## src/rtl/wts_wave_ram_scheduler.sv

```systemverilog
// Wave-table RAM time-slot scheduler: one read slot per voice channel per frame,
// remaining cycles service a one-deep CPU read/write request register.
module wts_wave_ram_scheduler #(
    parameter int CH_NUM    = 6,
    parameter int FRAME_LEN = 16
) (
    input  logic       clk,
    input  logic       reset,
    input  logic       sched_en,
    output logic [2:0] ch_sel,
    input  logic [4:0] ch_ptr,
    output logic       sample_valid,
    output logic [2:0] sample_ch,
    output logic [7:0] sample_data,
    output logic       frame_start,
    input  logic       cpu_wrreq,
    input  logic       cpu_rdreq,
    input  logic [7:0] cpu_addr,
    input  logic [7:0] cpu_wdata,
    output logic       cpu_busy,
    output logic [7:0] cpu_q,
    output logic       cpu_q_valid,
    output logic       cpu_overrun,
    output logic [7:0] ram_addr,
    output logic       ram_re,
    output logic       ram_we,
    output logic [7:0] ram_wdata,
    input  logic [7:0] ram_rdata,
    output logic [2:0] cpu_state
);

    localparam logic [2:0] S_IDLE     = 3'd0;
    localparam logic [2:0] S_PEND_WR  = 3'd1;
    localparam logic [2:0] S_PEND_RD  = 3'd2;
    localparam logic [2:0] S_RD_WAIT1 = 3'd3;
    localparam logic [2:0] S_RD_WAIT2 = 3'd4;

    localparam logic [7:0] FCNT_LAST = 8'(FRAME_LEN - 1);
    localparam logic [7:0] CH_LIMIT  = 8'(CH_NUM);
    localparam logic [3:0] CH_LIMIT4 = 4'(CH_NUM);

    logic [7:0] fcnt;
    logic [2:0] state;
    logic [7:0] req_addr;
    logic [7:0] req_wdata;
    logic       req_oor;
    logic       ch_slot;
    logic       cpu_slot;
    logic       s1_valid;
    logic       s2_valid;
    logic [2:0] s1_ch;
    logic [2:0] s2_ch;

    // Slot type follows sched_en combinationally, so a change applies to the current cycle.
    assign ch_slot     = sched_en && !reset && (fcnt < CH_LIMIT);
    assign cpu_slot    = !ch_slot;
    assign ch_sel      = ch_slot ? fcnt[2:0] : 3'd0;
    assign frame_start = (fcnt == 8'd0) && !reset;
    assign req_oor     = ({1'b0, req_addr[7:5]} >= CH_LIMIT4);
    assign cpu_busy    = (state != S_IDLE);
    assign cpu_state   = state;

    always_ff @(posedge clk) begin
        if (reset) begin
            fcnt         <= 8'd0;
            state        <= S_IDLE;
            req_addr     <= 8'd0;
            req_wdata    <= 8'd0;
            ram_addr     <= 8'd0;
            ram_re       <= 1'b0;
            ram_we       <= 1'b0;
            ram_wdata    <= 8'd0;
            s1_valid     <= 1'b0;
            s2_valid     <= 1'b0;
            s1_ch        <= 3'd0;
            s2_ch        <= 3'd0;
            sample_valid <= 1'b0;
            sample_ch    <= 3'd0;
            sample_data  <= 8'd0;
            cpu_q        <= 8'd0;
            cpu_q_valid  <= 1'b0;
            cpu_overrun  <= 1'b0;
        end else begin
            fcnt        <= (fcnt == FCNT_LAST) ? 8'd0 : 8'(fcnt + 8'd1);
            ram_re      <= 1'b0;
            ram_we      <= 1'b0;
            cpu_q_valid <= 1'b0;
            cpu_overrun <= 1'b0;
            s1_valid    <= 1'b0;

            if (ch_slot) begin
                ram_re   <= 1'b1;
                ram_addr <= {fcnt[2:0], ch_ptr};
                s1_valid <= 1'b1;
                s1_ch    <= fcnt[2:0];
            end

            // Tag travels alongside the RAM access; rdata arrives in the s2 cycle.
            s2_valid     <= s1_valid;
            s2_ch        <= s1_ch;
            sample_valid <= s2_valid;
            if (s2_valid) begin
                sample_ch   <= s2_ch;
                sample_data <= ram_rdata;
            end

            case (state)
                S_IDLE: begin
                    if (cpu_wrreq) begin
                        state       <= S_PEND_WR;
                        req_addr    <= cpu_addr;
                        req_wdata   <= cpu_wdata;
                        cpu_overrun <= cpu_rdreq;
                    end else if (cpu_rdreq) begin
                        state    <= S_PEND_RD;
                        req_addr <= cpu_addr;
                    end
                end
                S_PEND_WR: begin
                    if (cpu_slot) begin
                        if (!req_oor) begin
                            ram_we    <= 1'b1;
                            ram_addr  <= req_addr;
                            ram_wdata <= req_wdata;
                        end
                        state <= S_IDLE;
                    end
                end
                S_PEND_RD: begin
                    if (cpu_slot) begin
                        if (!req_oor) begin
                            ram_re   <= 1'b1;
                            ram_addr <= req_addr;
                        end
                        state <= S_RD_WAIT1;
                    end
                end
                S_RD_WAIT1: state <= S_RD_WAIT2;
                S_RD_WAIT2: begin
                    cpu_q       <= req_oor ? 8'hFF : ram_rdata;
                    cpu_q_valid <= 1'b1;
                    state       <= S_IDLE;
                end
                default: state <= S_IDLE;
            endcase

            // A busy request register drops any new request; the pending one carries on.
            if ((state != S_IDLE) && (cpu_wrreq || cpu_rdreq)) begin
                cpu_overrun <= 1'b1;
            end
        end
    end

endmodule

```

## config.mk

```make
export PLATFORM = sky130hd
export DESIGN_NAME = wts_wave_ram_scheduler
export DESIGN_NICKNAME = d
export VERILOG_FILES = /design/src/rtl/wts_wave_ram_scheduler.sv
export SDC_FILE = /design/constraint.sdc
export NUM_CORES = 1
export LEC_CHECK = 0
export CAP_MARGIN = 20
export CELL_PAD_IN_SITES_DETAIL_PLACEMENT = 1
export CELL_PAD_IN_SITES_GLOBAL_PLACEMENT = 1
export CORE_MARGIN = 3
export CORE_UTILIZATION = 45
export CTS_CLUSTER_DIAMETER = 60
export CTS_CLUSTER_SIZE = 10
export DETAILED_ROUTE_END_ITERATION = 8
export DONT_BUFFER_PORTS = 1
export GPL_TIMING_DRIVEN = 0
export PLACE_DENSITY_LB_ADDON = 0.1
export SLEW_MARGIN = 20
export SYNTH_ARGS = -nofsm -noshare
export SYNTH_HDL_FRONTEND = slang
export SYNTH_SLANG_ARGS = --single-unit
```

## constraint.sdc

```tcl
create_clock -name clk -period 4.2 [get_ports clk]
set_clock_uncertainty 0.15 [all_clocks]
set_input_delay 0.63 -clock clk [delete_from_list [all_inputs] [get_ports clk]]
set_output_delay 0.63 -clock clk [all_outputs]
set_load 0.01 [all_outputs]
```

Yosys cells after proc, flatten, opt, wreduce, memory -nomap -nowiden
Index checks and enable logic that the tools add are counted.
- register bits: 75
- input bits: 34
- output and inout port bits: 48
- logic and storage cells: 71
- add/sub/neg operators: 1
- order comparisons: 2
- eq/ne operators: 8
- mux-type cells: 22
- bitwise gates (word level): 3
- reductions and logical operators: 17
- operators by type and width (operator ; number):
    $mux 8 ; 7
    $mux 3 ; 5
    $pmux 3 s4 ; 1
    $mux 1 ; 9
    $add 8x1->8 const B ; 1
    $eq 8x4->1 const B ; 1
    $logic_not 8->1 ; 1
    $lt 8x3->1 const B ; 1
    $eq 3x2->1 const B ; 2
    $reduce_and 3->1 ; 2
    $logic_and 1x1->1 ; 4
    $ne 2x2->1 const B ; 2
    $reduce_and 2->1 ; 2
    $reduce_or 2->1 ; 2
    $eq 3x1->1 const B ; 1
    $eq 3x3->1 const B ; 1
    $ge 3x3->1 const B ; 1
    $logic_not 3->1 ; 1
    $ne 3x3->1 const B ; 1
    $not 1->1 ; 3
    $reduce_bool 3->1 ; 1
    $reduce_or 3->1 ; 1
    $reduce_bool 2->1 ; 1
    $logic_not 1->1 ; 1
    $logic_or 1x1->1 ; 1

Depth between registers and ports, before layout
- depth after elaboration: 7
- gate-level depth with buffers: 7
- mapped depth without buffers: 5

Least setup slack after synthesis
Ideal clock, no wire load.
- path kind: input -> output
- start: in reset
- end: out ch_sel[2]
- data arrival time: 1.311 ns
- required time: 3.420 ns
- slack: 2.109 ns
- stages: 5
- buffers on the path: 0
- path through: nor2_1 nand4_4 inv_4 nand2_1 inv_1
- cells in the longest elaborated chain, start to end: 4
- ends and longest elaborated chain (what ; line ; RTL):
    start: declaration ; 8 ; input logic reset,
    $logic_not 1->1 ; 55 ; assign ch_slot = sched_en && !reset && (fcnt < CH_LIMIT);
    $logic_and 1x1->1 (2 in series) ; 55 ;
    $mux 3 ; 57 ; assign ch_sel = ch_slot ? fcnt[2:0] : 3'd0;
    end: declaration ; 10 ; output logic [2:0] ch_sel,
No other way between the ends.

Worst setup path after layout
- start: reg fcnt[6]
- end: out ch_sel[2]
- cells in the longest elaborated chain, start to end: 3
- ends and longest elaborated chain (what ; line ; RTL):
    start: declaration ; 42 ; logic [7:0] fcnt;
    start signal: assignment ; 84 ; fcnt <= (fcnt == FCNT_LAST) ? 8'd0 : 8'(fcnt + 8'd1);
    $lt 8x3->1 ; 55 ;
    $logic_and 1x1->1 ; 55 ;
    $mux 3 ; 57 ;
No other way between the ends.

==> results.cfg <==
[final_layout]
finalNonFillerCells = 390
num-nets-final = 347
multi_input_area_mm2 = 0.00130
fin_util_pct = 52.5
drive_above_1_share_pct = 9.84
antennaDiodeCount = 0
final_area_mm2 = 0.00320
register_area_mm2 = 0.00150
layout_commonest_cell = dfxtp_1
fillCellCount = 717
final_cell_mix = 75 x dfxtp_1, 49 x nor2_1, 31 x mux2i_1, 25 x nand2_1, 18 x nand2b_1
area_growth_syn_to_layout_pct = 9.18

[min_path]
hp-class = input port to flop
min_path_cells = 2
hp-start = cpu_wdata[1]
hold-path-endpoint = req_wdata[1]

[detailed_routing]
via_per_inst = 5.24
ant_nets = 0
first_iter_violations = 47
firstDrtPassIters = 4
vias = 2042
wl_per_cell_um = 16.5
post-route-drc-count = 0
wl_mm = 6.45

[timing]
finalHoldViolCount = 0
setup_viol = 0
setup_ws_ns = 1.63
drv_slew = 0
worst_pin_slew_ns = 0.718
whs_ns = 0.264
layout_min_cycle_time_ns = 2.57
slew_headroom_pct = 52.1
fin_setup_tns_ns = 0
rsz0062_at_grt = false
fmaxAchievable_ghz = 0.390
finalCritPeriodShare_pct = 61.1

[setup_path]
r2r_setup_slack_ns = 2.33
r2r_end = ram_addr[3]
cp_data_arrival_time_ns = 1.79
crit_fanout = 9
critPathLaunchType = flop
reg2reg_depth = 6
path_class = flop to output port
worst_setup_path_end_kind = output port
required_ns = 3.42
worst_r2r_startpoint = cpu_state[1]

[yosys]
syn_avg_cell_area_um2 = 9.77
ys_seq_elements = 75
synth_area_mm2 = 0.00293
synthCells = 300
synth_edf_count = 0
synthDistinctLibCells = 39
ys_warn_count = 0
synth-async-reset-ratio_pct = 0
dominantRegCellSynth = dfxtp_1
ys_seq_area_share_pct = 51.2
syn-num-nets = 336

[clock_network]
holdBufCountCts = 0
cts_resized = 0
root_buffer = clkbuf_8
clock-sinks = 75
cts_max_level = 3
cts_tree = yes
clkLatencyLatePin_ns = 0.35
post_cts_buffers = 0
clock_path_buffers = 2
cts.clk_slew.worst_paths_ns = 0.08
numCtsBuffers = 9

[power_and_ir_drop]
p_seq_share_pct = 53.5
p_int_mw = 1.09
p_per_area_mw_per_mm2 = 457
ir_worst_vdd_uv = 239
combPwrFrac_pct = 10.8
power.leakage_nw = 1.25
power_mw = 1.46
p_sw_share_pct = 25.6
p_switching_uw = 375
power_frac_clock_pct = 35.7

[floorplanning]
core_area_mm2 = 0.00610
start_util_pct = 48.1
io_pins = 82
rows = 28
die_x_um = 86.7
die_y_um = 86.7
fp.dieArea_mm2 = 0.00752

[global_routing]
grt_pass1_vias = 2089
grt_pass1_wl_mm = 10.5
grt_antenna_before_repair = 0
grt_overflow = 0
grt_max_degree = 12
gr-usage-all-layers_pct = 18.4

[placed_design]
dp_hpwl_mm = 4.68
io_buffers = 0
dp_slack_ns = 1.85
gp_congestion = 0.712
dpl_cell_area_mm2 = 0.00303
dp_cells = 375

[run]
maxCapViolCount = 0

[status]
status = finished clean
[registers in the layout, indices dropped and copies added (netlist names), 8 cells and up]
register,count
req_addr,8
ram_addr,8
cpu_q,8
sample_data,8
req_wdata,8
ram_wdata,8
fcnt,8
[worst max-delay path: stages, from the launching register on]
cell and delay (ns):
dfxtp_1 0.36, nor4_4 0.40, nand4_4 0.24, inv_4 0.19
nand2_1 0.12, inv_1 0.13
[worst max-delay path by stage]
stage                        from     endpoint  cells past startpoint
final                     fcnt[6]    ch_sel[2]                      5
after global routing      fcnt[6]    ch_sel[1]                      5
after CTS                 fcnt[6]    ch_sel[2]                      5
after detailed placement    reset  ram_addr[3]                      4
after global placement      reset  req_addr[5]                      4
after floorplan             reset    ch_sel[2]                      5
[cells in the mapped netlist, drive strengths merged (3+ instances only)]
cell,count,area share (%)
dfxtp,75,51
nor2,52,8.0
mux2i,31,11
nand2,25,3.2
nand2b,18,3.8
a211oi,13,3.3
a21oi,13,2.2
buf,9,2.2
clkbuf,8,1.0
inv,8,1.1
nor2b,6,1.3
nor3,5,0.85
o21ai,5,0.85
or3,4,1.0
xnor2,4,1.2
a21bo,3,1.0
[power by group through the flow]
stage / Sequential [mW] / Clock, mW / Combinational, mW
floorplan: 0.791 / 0 / 0.132
global placement: 0.799 / 0 / 0.156
detailed placement: 0.800 / 0 / 0.160
CTS: 0.784 / 0.536 / 0.161
global route: 0.788 / 0.573 / 0.177
finish: 0.783 / 0.522 / 0.158
[cells by family (layout without fill, tap and decap cells)]
family,after synthesis,in the layout,synth area share (%)
AO/OA/AOI/OAI,41,41,9.35
multiplexers,31,31,10.6
adder cells (fa/ha/maj),2,2,0.853
XOR/XNOR,6,6,1.79
buffers and inverters,25,40,4.35
flip-flops,75,75,51.2
AND/OR/NAND/NOR,120,120,21.9
[layer usage]
layer | share of wire [%] | GRT usage (%)
met5 | 0 | 0
met4 | 2.1 | 8.07
met3 | 8.1 | 7.79
met2 | 45 | 28.3
met1 | 44 | 22.5
[area by class of cell]
class                   instances  area share (%)
plain buffers                  17            2.97
well taps                      75            2.93
flip-flops and latches         75            46.9
clock inverters                 3            1.25
multi-input cells             200            40.7
clock buffers                  12            4.22
inverters                       8            1.02
No activity file was read; power rests on OpenSTA's default activity.
